<file path="config.mk">
export PLATFORM = sky130hd
export DESIGN_NAME = debug_capture
export DESIGN_NICKNAME = d
export VERILOG_FILES = /design/src/rtl/debug_pkg.sv /design/src/rtl/debounce.sv /design/src/rtl/debug_capture.sv
export SDC_FILE = /design/constraint.sdc
export NUM_CORES = 1
export LEC_CHECK = 0
export BUFFER_PORTS_ARGS = -buffer_cell sky130_fd_sc_hd__buf_4
export CAP_MARGIN = 20
export CORE_MARGIN = 2
export CORE_UTILIZATION = 30
export DETAILED_ROUTE_END_ITERATION = 10
export HOLD_SLACK_MARGIN = 0.03
export PLACE_DENSITY_LB_ADDON = 0.2
export SLEW_MARGIN = 15
export SYNTH_ARGS = -nofsm -noshare
export SYNTH_HDL_FRONTEND = slang
export SYNTH_SLANG_ARGS = --single-unit
</file>
<file path="constraint.sdc">
create_clock -name clk -period 2 [get_ports clk]
set_input_delay 0.4 -clock clk [delete_from_list [all_inputs] [get_ports clk]]
set_output_delay 0.4 -clock clk [all_outputs]
set_load 0.03 [all_outputs]
</file>
<file path="src/rtl/debug_pkg.sv">
// Purpose: shared page encodings, reset constants and display helpers for debug_capture.
// Latency: n/a (types, constants and a pure function only).
// Backpressure: n/a.
package debug_pkg;

   // Display pages, in the order the page button steps through them.
   typedef enum logic [1:0] {
      PAGE_WADDR = 2'd0,
      PAGE_WDATA = 2'd1,
      PAGE_RADDR = 2'd2,
      PAGE_WCNT  = 2'd3
   } page_e;

   localparam logic [15:0] RST_WORD = 16'h0000;
   localparam logic [3:0]  RST_DOTS = 4'b0001;
   localparam page_e       RST_PAGE = PAGE_WADDR;
   localparam logic        RST_BIT  = 1'b0;

   // One dot per page: the lit dot tells the operator which page is shown.
   function automatic logic [3:0] page_dots(input page_e p);
      page_dots = 4'b0001 << p;
   endfunction

endpackage

</file>
<file path="src/rtl/debounce.sv">
// Purpose: 2-flop synchronizer plus counting debouncer for a raw push button.
// Latency: 2 sync cycles + DEBOUNCE_CYCLES stable cycles, then dout/rise update one edge later.
// Backpressure: none; the input is sampled every cycle.
//
// Ports:
//   clk   in  system clock, rising edge
//   reset in  synchronous active-high reset
//   din   in  raw asynchronous button level
//   dout  out accepted (debounced) level
//   rise  out one-cycle pulse when the accepted level goes 0 -> 1
module debounce
   import debug_pkg::*;
#(
   parameter int DEBOUNCE_CYCLES = 50000
) (
   input  logic clk,
   input  logic reset,
   input  logic din,
   output logic dout,
   output logic rise
);

   // Counter only has to reach DEBOUNCE_CYCLES-1: acceptance happens on the
   // cycle that would otherwise step past it.
   localparam int            CW       = (DEBOUNCE_CYCLES > 1) ? $clog2(DEBOUNCE_CYCLES) : 1;
   localparam logic [CW-1:0] CNT_LAST = CW'(DEBOUNCE_CYCLES - 1);

   logic          r_sync0;
   logic          r_sync1;
   logic          r_level;
   logic          r_rise;
   logic [CW-1:0] r_cnt;

   always_ff @(posedge clk) begin
      if (reset) begin
         r_sync0 <= RST_BIT;
         r_sync1 <= RST_BIT;
         r_level <= RST_BIT;
         r_rise  <= 1'b0;
         r_cnt   <= '0;
      end else begin
         r_sync0 <= din;
         r_sync1 <= r_sync0;
         r_rise  <= 1'b0;
         if (r_sync1 != r_level) begin
            if (r_cnt == CNT_LAST) begin
               r_level <= r_sync1;
               r_cnt   <= '0;
               r_rise  <= r_sync1;
            end else begin
               r_cnt <= r_cnt + CW'(1);
            end
         end else begin
            // Any sample agreeing with the accepted level is a bounce: restart.
            r_cnt <= '0;
         end
      end
   end

   assign dout = r_level;
   assign rise = r_rise;

endmodule

</file>
<file path="src/rtl/debug_capture.sv">
// Purpose: captures CPU bus write/read activity and pages it onto a 4-digit hex display.
// Latency: data0/data1 reflect a capture or page change one clock later.
// Backpressure: none; every qualified strobe is captured, the bus is never stalled.
//
// Ports:
//   clk      in  system clock, rising edge
//   reset    in  synchronous active-high reset
//   bus_addr in  [15:0] CPU bus address
//   bus_data in  [15:0] CPU bus write data
//   bus_we   in  write strobe (one-cycle qualifier)
//   bus_re   in  read strobe (one-cycle qualifier)
//   btn      in  raw asynchronous page button, active-high
//   data0    out [15:0] value for the hex display
//   data1    out [3:0]  one-hot dot enables marking the current page
//
// Build option: define DEBUG_CAPTURE_FILTER_EN to capture only addresses with
// (bus_addr & FILT_MASK) == FILT_BASE; otherwise every strobe is captured.
module debug_capture
   import debug_pkg::*;
#(
   parameter int          DEBOUNCE_CYCLES = 50000,
   parameter logic [15:0] FILT_BASE       = 16'h0000,
   parameter logic [15:0] FILT_MASK       = 16'hFFFF
) (
   input  logic        clk,
   input  logic        reset,
   input  logic [15:0] bus_addr,
   input  logic [15:0] bus_data,
   input  logic        bus_we,
   input  logic        bus_re,
   input  logic        btn,
   output logic [15:0] data0,
   output logic [3:0]  data1
);

   logic [15:0] r_wr_addr;
   logic [15:0] r_wr_data;
   logic [15:0] r_rd_addr;
   logic [15:0] r_wr_cnt;
   page_e       r_page;
   logic [15:0] r_data0;
   logic [3:0]  r_data1;

   logic [15:0] w_wr_addr_nxt;
   logic [15:0] w_wr_data_nxt;
   logic [15:0] w_rd_addr_nxt;
   logic [15:0] w_wr_cnt_nxt;
   page_e       w_page_nxt;
   logic [15:0] w_data0_nxt;
   logic        w_cap_ok;
   logic        w_btn_lvl;
   logic        w_btn_rise;

`ifdef DEBUG_CAPTURE_FILTER_EN
   assign w_cap_ok = ((bus_addr & FILT_MASK) == FILT_BASE);
`else
   assign w_cap_ok = 1'b1;
`endif

   debounce #(
      .DEBOUNCE_CYCLES (DEBOUNCE_CYCLES)
   ) u_debounce (
      .clk   (clk),
      .reset (reset),
      .din   (btn),
      .dout  (w_btn_lvl),
      .rise  (w_btn_rise)
   );

   // The display register is loaded from the next-state values so a capture
   // and a page change landing in the same cycle both show up one clock later.
   always_comb begin
      w_wr_addr_nxt = r_wr_addr;
      w_wr_data_nxt = r_wr_data;
      w_rd_addr_nxt = r_rd_addr;
      w_wr_cnt_nxt  = r_wr_cnt;
      w_page_nxt    = r_page;
      w_data0_nxt   = RST_WORD;

      if (bus_we && w_cap_ok) begin
         w_wr_addr_nxt = bus_addr;
         w_wr_data_nxt = bus_data;
         w_wr_cnt_nxt  = r_wr_cnt + 16'd1;   // wraps FFFF -> 0000
      end
      if (bus_re && w_cap_ok) begin
         w_rd_addr_nxt = bus_addr;
      end
      // rise only pulses as the accepted level goes high; the level check
      // keeps the page tied to a pressed button.
      if (w_btn_rise && w_btn_lvl) begin
         w_page_nxt = page_e'(r_page + 2'd1);
      end

      case (w_page_nxt)
         PAGE_WADDR: w_data0_nxt = w_wr_addr_nxt;
         PAGE_WDATA: w_data0_nxt = w_wr_data_nxt;
         PAGE_RADDR: w_data0_nxt = w_rd_addr_nxt;
         PAGE_WCNT:  w_data0_nxt = w_wr_cnt_nxt;
         default:    w_data0_nxt = RST_WORD;
      endcase
   end

   always_ff @(posedge clk) begin
      if (reset) begin
         r_wr_addr <= RST_WORD;
         r_wr_data <= RST_WORD;
         r_rd_addr <= RST_WORD;
         r_wr_cnt  <= RST_WORD;
         r_page    <= RST_PAGE;
         r_data0   <= RST_WORD;
         r_data1   <= RST_DOTS;
      end else begin
         r_wr_addr <= w_wr_addr_nxt;
         r_wr_data <= w_wr_data_nxt;
         r_rd_addr <= w_rd_addr_nxt;
         r_wr_cnt  <= w_wr_cnt_nxt;
         r_page    <= w_page_nxt;
         r_data0   <= w_data0_nxt;
         r_data1   <= page_dots(w_page_nxt);
      end
   end

   assign data0 = r_data0;
   assign data1 = r_data1;

endmodule

</file>
After elaboration in Yosys (flattened, before gate mapping). Index checks and enable logic that the tools add are counted.

Output and inout port bits: 20. Bits in registers: 106.

Equality and inequality tests: 5. Add/sub/neg operators: 3. Bitwise gates (word level): 2. Shift-type cells: 1. Reductions and logical operators: 5. Multiplexer cells: 6.

Operator list (number): 16-bit 2-to-1 mux (4); 16-bit one-hot mux with 4 select lines (1); 16-bit by 1-bit adder with 16-bit output (second input constant) (2); 16-bit == test (second input constant) (1); 3-bit OR reduction (2); 2-bit == test (second input constant) (2); 1-bit by 2-bit left shift with 4-bit output (first input constant) (1); 2-bit by 1-bit adder with 2-bit output (second input constant) (1); 2-bit by 1-bit == test with 1-bit output (second input constant) (1); 2-bit logical NOT (1); 2-bit 2-to-1 mux (1); 1-bit NOT (2); 2-bit AND reduction (1); 1-bit logical AND (1); 1-bit != test (1).

Logic depth before layout (Yosys ltp). Gate-level depths: netlist (run 1).

Depth in word-level cells: 4. Depth in mapped cells: 7. Mapped depth without buffers: 6.

Cells and area by module. From an unflattened synthesis (run 1), not the netlist that was laid out.

Cells, all modules: 475. Area, all modules: 4566.9 µm².

By module, submodules not included: debug_capture (instances 1, cells an instance 386, area an instance 3731.1 µm²); debounce (instances 1, cells an instance 89, area an instance 835.8 µm²).

Least setup slack after synthesis (run 1). No wires, ideal clock.

Path type: input to register. From: input bus_re. To: register r_data0[5] (netlist: data0[5]). Cell stages on the path: 7. Path slack: 0.292 ns. Setup time: 0.117 ns. Buffers on the path: 2. Arrival time: 1.591 ns. Data required time: 1.883 ns. Path through: buf_2 buf_2 mux2i_1 inv_1 o21ai_0 o221ai_1 o22a_1.

Word-level cells in the longest chain between the ends: 2.

Ends and longest elaborated chain: from (decl) (line debug_capture.sv:30) `input logic bus_re,`; 16-bit 2-to-1 mux (line debug_capture.sv:85) `if (bus_re && w_cap_ok) begin`; 16-bit one-hot mux with 4 select lines (line debug_capture.sv:94) `case (w_page_nxt)`; to (signal assigned) (line debug_capture.sv:118) `r_data0 <= w_data0_nxt;`; to (decl) (line debug_capture.sv:41) `logic [15:0] r_data0;`.

No other way between the ends. A chain may end at the register's enable or synchronous reset.

Worst setup path after layout (run 1).
From: register u_debounce.r_cnt[0]. To: register u_debounce.r_cnt[12].

Word-level cells in the longest chain between the ends: 2. Elaborated cells on any way between the ends: 3. Classes of those cells: add/sub: 1; eq/ne: 1; reduce/logical: 1.

Ends and longest elaborated chain: from (decl) (line debounce.sv:32) `logic [CW-1:0] r_cnt;`; from (signal assigned) (line debounce.sv:51) `r_cnt <= r_cnt + CW'(1);`; branches (longest 2 deep; another with 16-bit by 1-bit adder with 16-bit output).

Several ways; the timed one is not identified.

==> results of run 1 <==
[cell usage in the layout (no fill, tap or decap), types with 3 or more instances in the layout]
| cell | netlist | layout |
|---|---|---|
| a21bo_2 | 5 | 5 |
| a21oi_1 | 3 | 3 |
| a22oi_1 | 3 | 3 |
| and3_1 | 9 | 9 |
| buf_4 | 3 | 77 |
| clkbuf_16 | 0 | 9 |
| dfxtp_1 | 106 | 106 |
| inv_1 | 5 | 5 |
| inv_6 | 0 | 3 |
| maj3_1 | 9 | 9 |
| mux2_2 | 3 | 3 |
| mux2i_1 | 50 | 50 |
| nand2_1 | 19 | 19 |
| nand3_1 | 6 | 6 |
| nand4_1 | 12 | 12 |
| nor2_1 | 104 | 104 |
| nor2b_1 | 9 | 9 |
| o21ai_0 | 10 | 10 |
| o21ai_1 | 5 | 5 |
| o221ai_1 | 8 | 8 |
| o22a_1 | 3 | 3 |
| o22ai_1 | 5 | 5 |
| xnor2_1 | 14 | 14 |
| xor2_1 | 18 | 18 |
[cell type report]
cell class	count	area [sq um]	area share, %
Clock buffer	10	229	4.22
Clock inverter	6	73.8	1.36
Inverter	7	26.3	0.484
Multi-Input combinational cell	326	2150	39.6
Sequential cell	106	2120	39.1
Tap cell	184	230	4.24
Timing Repair Buffer	78	598	11.0
[metrics by stage]
| stage | cell area (sq um) | worst slack [ps] | utilization, % | hold WS, ps | std cells |
|---|---|---|---|---|---|
| after global routing | 5430 | 89.9 | 37.5 | 261 | 717 |
| after floorplan | 4450 | 292 | - | 414 | 467 |
| after detailed placement | 5120 | 113 | 35.4 | 444 | 701 |
| after CTS | 5430 | 225 | 37.5 | 251 | 717 |
| after global placement | 5120 | 145 | 35.4 | 440 | 701 |
| final | 5430 | 264 | 37.5 | 262 | 717 |
[power breakdown]
| group | internal, mW | switching [mW] | total [mW] |
|---|---|---|---|
| clock | 0.991 | 0.845 | 1.84 |
| sequential | 2.19 | 0.0272 | 2.22 |
| combinational | 0.170 | 0.206 | 0.376 |
| total | 3.35 | 1.08 | 4.43 |
[Yosys cell counts (6+ instances only)]
cell / count
and3_1: 9
buf_2: 9
clkbuf_1: 11
dfxtp_1: 106
maj3_1: 9
mux2i_1: 50
nand2_1: 19
nand3_1: 6
nand4_1: 12
nor2_1: 104
nor2b_1: 9
o21ai_0: 10
o221ai_1: 8
xnor2_1: 14
xor2_1: 18
[cell families after synthesis]
| kind of cell | Yosys count | synth area share [%] |
|---|---|---|
| and+or+nand+nor | 179 | 18.7 |
| DFF | 106 | 47.7 |
| muxes | 54 | 12.3 |
| AOI/OAI and AO/OA | 50 | 8.39 |
| buffers and inverters | 35 | 4.00 |
| xor gates and xnor gates | 32 | 6.30 |
| adders and majority gates | 11 | 2.59 |
[final timing paths]
path / from / endpoint / slack [ps] / cells past startpoint
worst min-delay path: btn / u_debounce.r_sync0 / 260 / 2
worst min register to register: u_debounce.r_sync0 / u_debounce.r_sync1 / 460 / 1
worst max-delay path: u_debounce.r_cnt[0] / u_debounce.r_cnt[12] / 260 / 5
worst max register to register: u_debounce.r_cnt[0] / u_debounce.r_cnt[12] / 260 / 5
[registers in the layout, indices dropped and copies added (netlist names)]
| signal | cells |
|---|---|
| r_rd_addr | 16 |
| r_page | 2 |
| u_debounce.dout | 1 |
| u_debounce.rise | 1 |
| u_debounce.r_sync0 | 1 |
| r_wr_cnt | 16 |
| u_debounce.r_sync1 | 1 |
| data0 | 16 |
| data1 | 4 |
| u_debounce.r_cnt | 16 |
| r_wr_data | 16 |
| r_wr_addr | 16 |
[worst max-delay path, delay by kind of cell (launching register included)]
kind                       cells  cell delay [ps]
adders and majority gates      1              220
DFF                            1              380
and+or+nand+nor                4             1010
[layer usage]
| metal | routed length, um | share of wire (%) | GRT usage, % |
|---|---|---|---|
| met1 | 5120 | 47 | 17.9 |
| met2 | 5150 | 47 | 23.6 |
| met3 | 455 | 4.2 | 4.12 |
| met4 | 189 | 1.7 | 4.46 |
| met5 | 0 | 0 | 0 |
==> metrics.md, run 1 <==
| Metric | Value |
|---|---|
| Critical Path Max Stage Delay | 460 ps |
| FMAX | 0.576 GHz |
| Chip height | 126 um |
| Fraction of layout instances using a drive strength above 1 | 20.6% |
| Worst Hold Class | in -> reg |
| Worst Path Class, Setup | reg -> reg |
| 1st-pass router iterations | 4 |
| First-pass GRT wire length | 17800 um |
| GR Util All Layers | 14.2% |
| Input/output buffers | 56 |
| Clk Latency, worst-skew pair | 360 ps |
| Mapped Area | 4450 sq um |
| CP Data Arrival Time | 1960 ps |
| Via count | 3386 |
| Max cap viols | 0 |
| Synth warnings | 0 |
| Fin crit period | 1740 ps |
| Part of the cycle the worst path needs | 86.8% |
| Clock transition at path regs | 70 ps |
| Setup TNS Final | 0 ps |
| Fin nets | 567 |
| Vias per inst | 4.72 |
| Syn_nets | 506 |
| Post-Syn Instances | 467 |
| Final setup skew | 10.6 ps |
| Sequential area share after synthesis | 47.7% |
| Final WL | 10900 um |
| Syn avg cell area | 9.52 sq um |
| Post-CTS Setup Repair Bufs | 0 |
| CP max FO | 15 |
| Slew Viols, Final | 0 |
| Num Clock Sinks | 106 |
| CTS tree | done |
| CP cell instances | ha_1, and3_1, nand4_1, nand2_1, nor2_1 |
| Total power | 4.43 mW |
| Vias in the first global route | 3417 |
| Die X-Extent | 126 um |
| Slowest library cell on the worst path | nand2_1 |
| Library cells used by synthesis | 54 |
| RSZ-0062 raised after global routing | no |
| Fill cells | 1476 |
| Status | finished clean |
| Lkg Pwr | 2.26 nW |
| Post-synth ARST share | 0% |
| Worst Tran Pin Value | 496 ps |
| PwrDens | 817 nW/um^2 |
| Post-CTS Hold Buffers | 0 |
| Crit path launch type | flip-flop |
| Htree depth | 3 |
| GPL Wtd Cong | 0.754 |
| Total CTS buffers | 9 |
| CORE AREA | 14500 sq um |
| Clock root buffer | clkbuf_16 |
| Final setup fails | 0 |
| Final hold violation count | 0 |
| Worst slew margin | 66.9% |
| Dpl hpwl | 7710 um |
| CTS Buffer Depth | 2 |
| Final ANT Viol Nets | 0 |
| GR Overflow Total | 0 |
| Antenna fix cells | 0 |
| Initial core utilization | 30.7% |
| Post-synth top area cell | dfxtp_1 |
| Initial antenna violation count | 0 |
| Ports | 57 |
| P&R area growth vs syn | 22.0% |
| WP data required | 2220 ps |
| Initial DRC Count | 177 |
| Synthesis-stage register bit count | 106 |
| Post_cts resized | 0 |
| Die ar. | 15800 sq um |
| Predominant post-synthesis flop cell | dfxtp_1 |
| Post-synth EDFFs | 0 |
| Drt wl/cell | 15.2 um |
| Pin count of the biggest net entering global routing | 48 |
| Floorplan row count | 44 |
| Share of Yosys cell area claimed by the top area cell type | 47.7% |
| DR DRC count | 0 |
| VDD IR max | 0.414 mV |
| Critical path capture point type | flip-flop |
| Ranking of synthesized cells by area | dfxtp_1 (48%), mux2i_1 (11%), nor2_1 (8.8%), xor2_1 (3.5%), xnor2_1 (2.8%) |
Note: power is estimated with default switching activity, not from simulation.
==> run 2: changes to the inputs <==
--- a/config.mk
+++ b/config.mk
@@ -10,3 +10,3 @@
 export CORE_MARGIN = 2
-export CORE_UTILIZATION = 30
+export CORE_UTILIZATION = 40
 export DETAILED_ROUTE_END_ITERATION = 10
==> constraint.sdc (replaced) <==
create_clock -name clk -period 2 [get_ports clk]
set_input_delay 0.1 -clock clk [delete_from_list [all_inputs] [get_ports clk]]
set_output_delay 0.1 -clock clk [all_outputs]
set_load 0.03 [all_outputs]
==> run 2 against run 1 <==
Against the previous run: core utilization increased by 12 points; wire length decreased by 11%; non-clock buffer count rose by 9; clock-buffer cell count rose by 1; largest cell class unchanged; cell count decreased by 5.0%; critical path depth is 1 higher; final area shrank 1.2%; worst hold slack lost 220 ps.
==> metrics.md, run 2 (same netlist as run 1, synthesis figures left out) <==
| Metric | Value |
|---|---|
| Final ANT Viol Nets | 0 (unchanged) |
| Chip height | 109 um (-13%) |
| VDD IR max | 0.327 mV (-21%) |
| Lkg Pwr | 2.23 nW (-1.5%) |
| PwrDens | 730 nW/um^2 (-11%) |
| Fin crit period | 1800 ps (+59.7 ps) |
| Pin count of the biggest net entering global routing | 30 (-38%) |
| Slowest library cell on the worst path | dfxtp_1 |
| Final hold violation count | 0 (unchanged) |
| Clk pwr share | 33.4% (-8.0 points) |
| GPL Wtd Cong | 0.786 (+4.3%) |
| First-pass GRT wire length | 16000 um (-10%) |
| Fraction of layout instances using a drive strength above 1 | 18.5% (-2.2 points) |
| Vias per inst | 4.93 (+4.4%) |
| Max cap viols | 0 (unchanged) |
| Antenna fix cells | 0 (unchanged) |
| Post-CTS Hold Buffers | 18 (+18) |
| Via count | 3356 (-0.89%) |
| Worst Tran Pin Value | 511 ps (+15.6 ps) |
| 1st-pass router iterations | 4 (unchanged) |
| Htree depth | 3 (unchanged) |
| Dpl hpwl | 6960 um (-9.8%) |
| Initial antenna violation count | 0 (unchanged) |
| Psw | 0.933 mW (-13%) |
| Final setup fails | 0 (unchanged) |
| CTS tree | done |
| Post-CTS Setup Repair Bufs | 0 (unchanged) |
| Crit path launch type | flip-flop |
| DR DRC count | 0 (unchanged) |
| Worst slew margin | 65.8% (-1.0 points) |
| Num Clock Sinks | 106 (unchanged) |
| Ports | 57 (unchanged) |
| CORE AREA | 10800 sq um (-25%) |
| Sw Share | 23.8% (-0.49 points) |
| Gate power share | 9.9% (+1.4 points) |
| CP Data Arrival Time | 2060 ps (+100 ps) |
| P&R area growth vs syn | 20.6% |
| Initial DRC Count | 73 (-59%) |
| GR Overflow Total | 0 (unchanged) |
| Most frequent cells in the layout | dfxtp_1 (106), nor2_1 (104), buf_4 (69) |
| Total CTS buffers | 9 (unchanged) |
| Input/output buffers | 56 (unchanged) |
| Fill cells | 1052 (-29%) |
| GR Util All Layers | 17.3% (+3.1 points) |
| Commonest non-fill, non-tap cell in the layout | dfxtp_1 |
| Hold WS | 40.7 ps (-221 ps) |
| Drt wl/cell | 14.3 um (-6.0%) |
| Die X-Extent | 109 um (-13%) |
| Slew Viols, Final | 0 (unchanged) |
| Initial core utilization | 41.0% (+10 points) |
| Worst Hold Class | in -> reg |
| Critical Path Max Stage Delay | 400 ps (-60 ps) |
| Internal power | 2.98 mW (-11%) |
| Clk Latency, worst-skew pair | 360 ps (about the same) |
| Floorplan row count | 38 (-14%) |
| Post_cts resized | 0 (unchanged) |
| Setup TNS Final | 0 ps (unchanged) |
| Final WL | 9740 um (-11%) |
| Final setup skew | 11.4 ps (+0.860 ps) |
| Setup ws final | 204 ps (-59.7 ps) |
| FMAX | 0.557 GHz (-3.3%) |
| Critical path capture point type | flip-flop |
| RSZ-0062 raised after global routing | no |
| Vias in the first global route | 3143 (-8.0%) |
| CTS Buffer Depth | 2 (unchanged) |
| Seq pwr share | 56.7% (+6.6 points) |
| Die ar. | 12000 sq um (-24%) |
| Part of the cycle the worst path needs | 89.8% (+3.0 points) |
| CP max FO | 4 (-11) |
| Pre-CTS WS | 219 ps (+106 ps) |
| Clock transition at path regs | 90 ps (+20 ps) |
| Clock root buffer | clkbuf_8 |
| Worst Path Class, Setup | reg -> reg |
| CP cell instances | ha_1, nand4_4, or3_1, a21oi_1, o32ai_1, a221oi_1 |
| WP data required | 2270 ps (+50 ps) |
| Status | finished clean |
| Fin nets | 576 (+1.6%) |
[run 2: changes by cell type in the layout (fill, tap and decap cells not counted), sizes merged]
cell,previous run,this run
inv,9,6
clkinvlp,0,3
dlygate4sd3,0,18
clkinv,3,1
clkbuf,10,11
buf,78,69
[run 2: final cells by class]
type / instances / area [sq um] / area share [%]
clock inverter: 4 / 52.6 / 0.980
multi-input combinational: 326 / 2150 / 40.0
clock buffer: 11 / 141 / 2.64
inverter: 7 / 26.3 / 0.490
sequential: 106 / 2120 / 39.6
timing repair buffer: 87 / 698 / 13.0
tap: 140 / 175 / 3.27
[run 2: critical path: cells and delay by family (launching register included)]
family,cells,cell delay (ps)
fa+ha+maj,1,280
flops,1,400
simple gates,2,480
compound gates,3,550
[run 2: per-stage QoR]
stage          instance area, sq um  std cells  utilization (%)  power, mW
3_5_place_dp                   4990        648             46.0       2.63
3_3_place_gp                   4990        648             46.0       2.62
5_1_grt                        5360        681             49.5       4.08
4_1_cts                        5360        681             49.5       3.96
6_report                       5360        681             49.5       3.91
2_1_floorplan                  4450        467                -       2.49
[run 2: metal layers]
layer  vias to the layer above  wire length (um)  global-route usage [%]
met5                         -                 0                       0
li1                       1732                 -                       -
met3                        12               426                    3.20
met4                         0               126                    5.42
met1                      1546              4860                    24.6
met2                        66              4330                    26.5
[run 2: power groups by stage]
stage	sequential [mW]	clock [mW]	combinational (mW)
after global placement	2.26	0	0.357
after floorplan	2.30	0	0.194
after detailed placement	2.27	0	0.363
final	2.22	1.31	0.387
after global routing	2.23	1.43	0.424
after CTS	2.22	1.35	0.392
[run 2: worst paths after layout]
path | startpoint | end | slack [ps] | cells past startpoint
setup / recovery | r_wr_cnt[0] | data0[6] | 200 | 6
hold / removal | bus_addr[12] | r_wr_addr[12] | 40 | 3
setup reg to reg | r_wr_cnt[0] | data0[6] | 200 | 6
hold reg to reg | u_debounce.r_sync0 | u_debounce.r_sync1 | 460 | 1
==> run 3: changes to the inputs <==
CAP_MARGIN = 25   (was 20)
clock period = 2.16 ns   (was 2 ns; I/O delays follow)
==> run 3 against run 2 <==
Against the previous run: non-clock buffer count is 5 lower; sequential share of layout area down 0.074 points; total power down 3.3%; sequential power fell by 8%; via count grew 1.5%; register-to-register slack gained 170 ps; wire length rose by 1.4%; cell count shrank 0.59%; fmax grew 0.40%; critical endpoint unchanged; largest power group unchanged; highest routed layer unchanged.
==> metrics.md, run 3 (same netlist as run 1, synthesis figures left out) <==
| Metric | Value |
|---|---|
| Status | finished clean |
| Initial antenna violation count | 0 (unchanged) |
| Worst Tran Pin Value | 539 ps (+28.0 ps) |
| Worst Path Class, Setup | reg -> reg |
| PwrDens | 704 nW/um^2 (-3.5%) |
| Worst slew margin | 63.8% (-2.0 points) |
| CTS Buffer Depth | 2 (unchanged) |
| Buffer and inverter count on the worst path | 0 (unchanged) |
| Vias in the first global route | 3211 (+2.2%) |
| Initial DRC Count | 125 (+71%) |
| Antenna fix cells | 0 (unchanged) |
| GR Util met1 | 24.6% (-0.045 points) |
| Die ar. | 12000 sq um (unchanged) |
| CP cell instances | ha_1, nand4_4, or3_1, a21oi_1, o32ai_1, a221oi_1 |
| Total CTS buffers | 9 (unchanged) |
| Die X-Extent | 109 um (unchanged) |
| Max cap viols | 0 (unchanged) |
| M2 GR Usage | 26.7% (+0.13 points) |
| Chip height | 109 um (unchanged) |
| FMAX | 0.559 GHz (+0.40%) |
| Fin nets | 571 (-0.87%) |
| Htree depth | 3 (unchanged) |
| GR Layer Usage met3 | 2.67% (-0.53 points) |
| CP max FO | 4 (unchanged) |
| Pin count of the biggest net entering global routing | 48 (+60%) |
| RSZ-0062 raised after global routing | no |
| Commonest non-fill, non-tap cell in the layout | dfxtp_1 |
| CP Data Arrival Time | 2060 ps (about the same) |
| Clock transition at path regs | 90 ps (about the same) |
| Fraction of layout instances using a drive strength above 1 | 17.9% (-0.61 points) |
| VDD IR max | 0.378 mV (+16%) |
| Final setup skew | 6.28 ps (-5.17 ps) |
| P&R area growth vs syn | 20.8% |
| Most frequent cells in the layout | dfxtp_1 (106), nor2_1 (104), buf_4 (63) |
| Part of the cycle the worst path needs | 82.8% (-7.0 points) |
| CTS tree | done |
| Final core utilization | 49.5% (+0.092 points) |
| Dpl hpwl | 7060 um (+1.5%) |
| Num Clock Sinks | 106 (unchanged) |
| Clk Latency, worst-skew pair | 370 ps (about the same) |
| Final ANT Viol Nets | 0 (unchanged) |
| Critical Path Max Stage Delay | 390 ps (about the same) |
| Slowest library cell on the worst path | dfxtp_1 |
| Clock root buffer | clkbuf_8 |
| First-pass GRT wire length | 16000 um (+0.43%) |
| Post-CTS Setup Repair Bufs | 0 (unchanged) |
| GR peak layer | met2 |
| GR Overflow Total | 0 (unchanged) |
| 1st-pass router iterations | 4 (unchanged) |
| Fill cells | 1031 (-2.0%) |
| Slew Viols, Final | 0 (unchanged) |
| Fin crit period | 1790 ps (-7.14 ps) |
| Final WL | 9880 um (+1.4%) |
| Lkg Pwr | 2.24 nW (+0.40%) |
| Initial core utilization | 41.0% (unchanged) |
| Final setup fails | 0 (unchanged) |
| WP data required | 2430 ps (+160 ps) |
| Ports | 57 (unchanged) |
| Setup TNS Final | 0 ps (unchanged) |
| CP top delay family | compound AO/OA/AOI/OAI gates |
| GPL Wtd Cong | 0.781 (-0.71%) |
| Vias per inst | 5.03 (+2.1%) |
| Multi-input logic area | 2150 sq um (unchanged) |
| Drt wl/cell | 14.6 um (+2.0%) |
| Input/output buffers | 56 (unchanged) |
| CORE AREA | 10800 sq um (unchanged) |
| GR Util All Layers | 17.5% (+0.21 points) |
| Final hold violation count | 0 (unchanged) |
| Register area | 2120 sq um (unchanged) |
| Critical path capture point type | flip-flop |
| Floorplan row count | 38 (unchanged) |
| Via count | 3405 (+1.5%) |
| Crit path launch type | flip-flop |
| Worst Hold Class | in -> reg |
| DR DRC count | 0 (unchanged) |
[run 3: cell types whose count changed in the layout (fill, tap and decap cells not counted), sizes merged]
| cell | delta |
|---|---|
| buf | -5 |
| bufinv | +1 |
| clkbuf | +1 |
| clkinv | +2 |
| clkinvlp | -3 |
[run 3: worst register-to-register path: stages, from the launching register on]
cell	delay, ps
dfxtp_1	390
ha_1	270
nand4_4	130
or3_1	350
a21oi_1	150
o32ai_1	90
a221oi_1	310
[run 3: path summary, 6_finish.rpt]
path,from,end,slack (ps),depth (start not counted)
worst max-delay path,r_wr_cnt[0],data0[6],370,6
worst min-delay path,bus_data[8],r_wr_data[8],40,3
worst max register to register,r_wr_cnt[0],data0[6],370,6
worst min register to register,u_debounce.r_sync0,u_debounce.r_sync1,450,1
[run 3: cell type report]
cell class                      count  share of cell area (%)
Timing Repair Buffer               82                    12.5
Inverter                            7                   0.489
Sequential cell                   106                    39.5
Clock inverter                      4                    1.37
Tap cell                          140                    3.26
Multi-Input combinational cell    326                    39.9
Clock buffer                       12                    2.89
[run 3: where the power goes]
part	total (mW)	leakage [nW]	internal [mW]	switching, mW
logic	0.361	1.25	0.169	0.193
registers	2.05	0.868	2.03	0.0254
clock network	1.37	0.117	0.717	0.650
total	3.78	2.24	2.92	0.868
[run 3: through the flow]
| step | setup WS (ps) | hold WS, ps | instances | total power, mW | instance area, sq um |
|---|---|---|---|---|---|
| floorplan | 560 | 236 | 467 | 2.31 | 4450 |
| detailed placement | 362 | 334 | 643 | 2.44 | 4960 |
| finish | 372 | 37.3 | 677 | 3.78 | 5370 |
| global route | 178 | 51.5 | 677 | 3.93 | 5370 |
| global placement | 410 | 339 | 643 | 2.44 | 4960 |
| CTS | 342 | 30.4 | 677 | 3.83 | 5370 |
[run 3: repair_timing]
item / in CTS / in global routing
gates resized for setup: 0 / 0
endpoints found under the hold margin: 19 / 0
hold buffers: 18 / 0
[run 3: metal layers]
layer  wire [um]  vias to the layer above  share of wire [%]
li1            -                     1727                  -
met1        5040                     1606                 51
met2        4350                       61                 44
met3         321                       11                3.2
met4         174                        0                1.8
met5           0                        -                  0
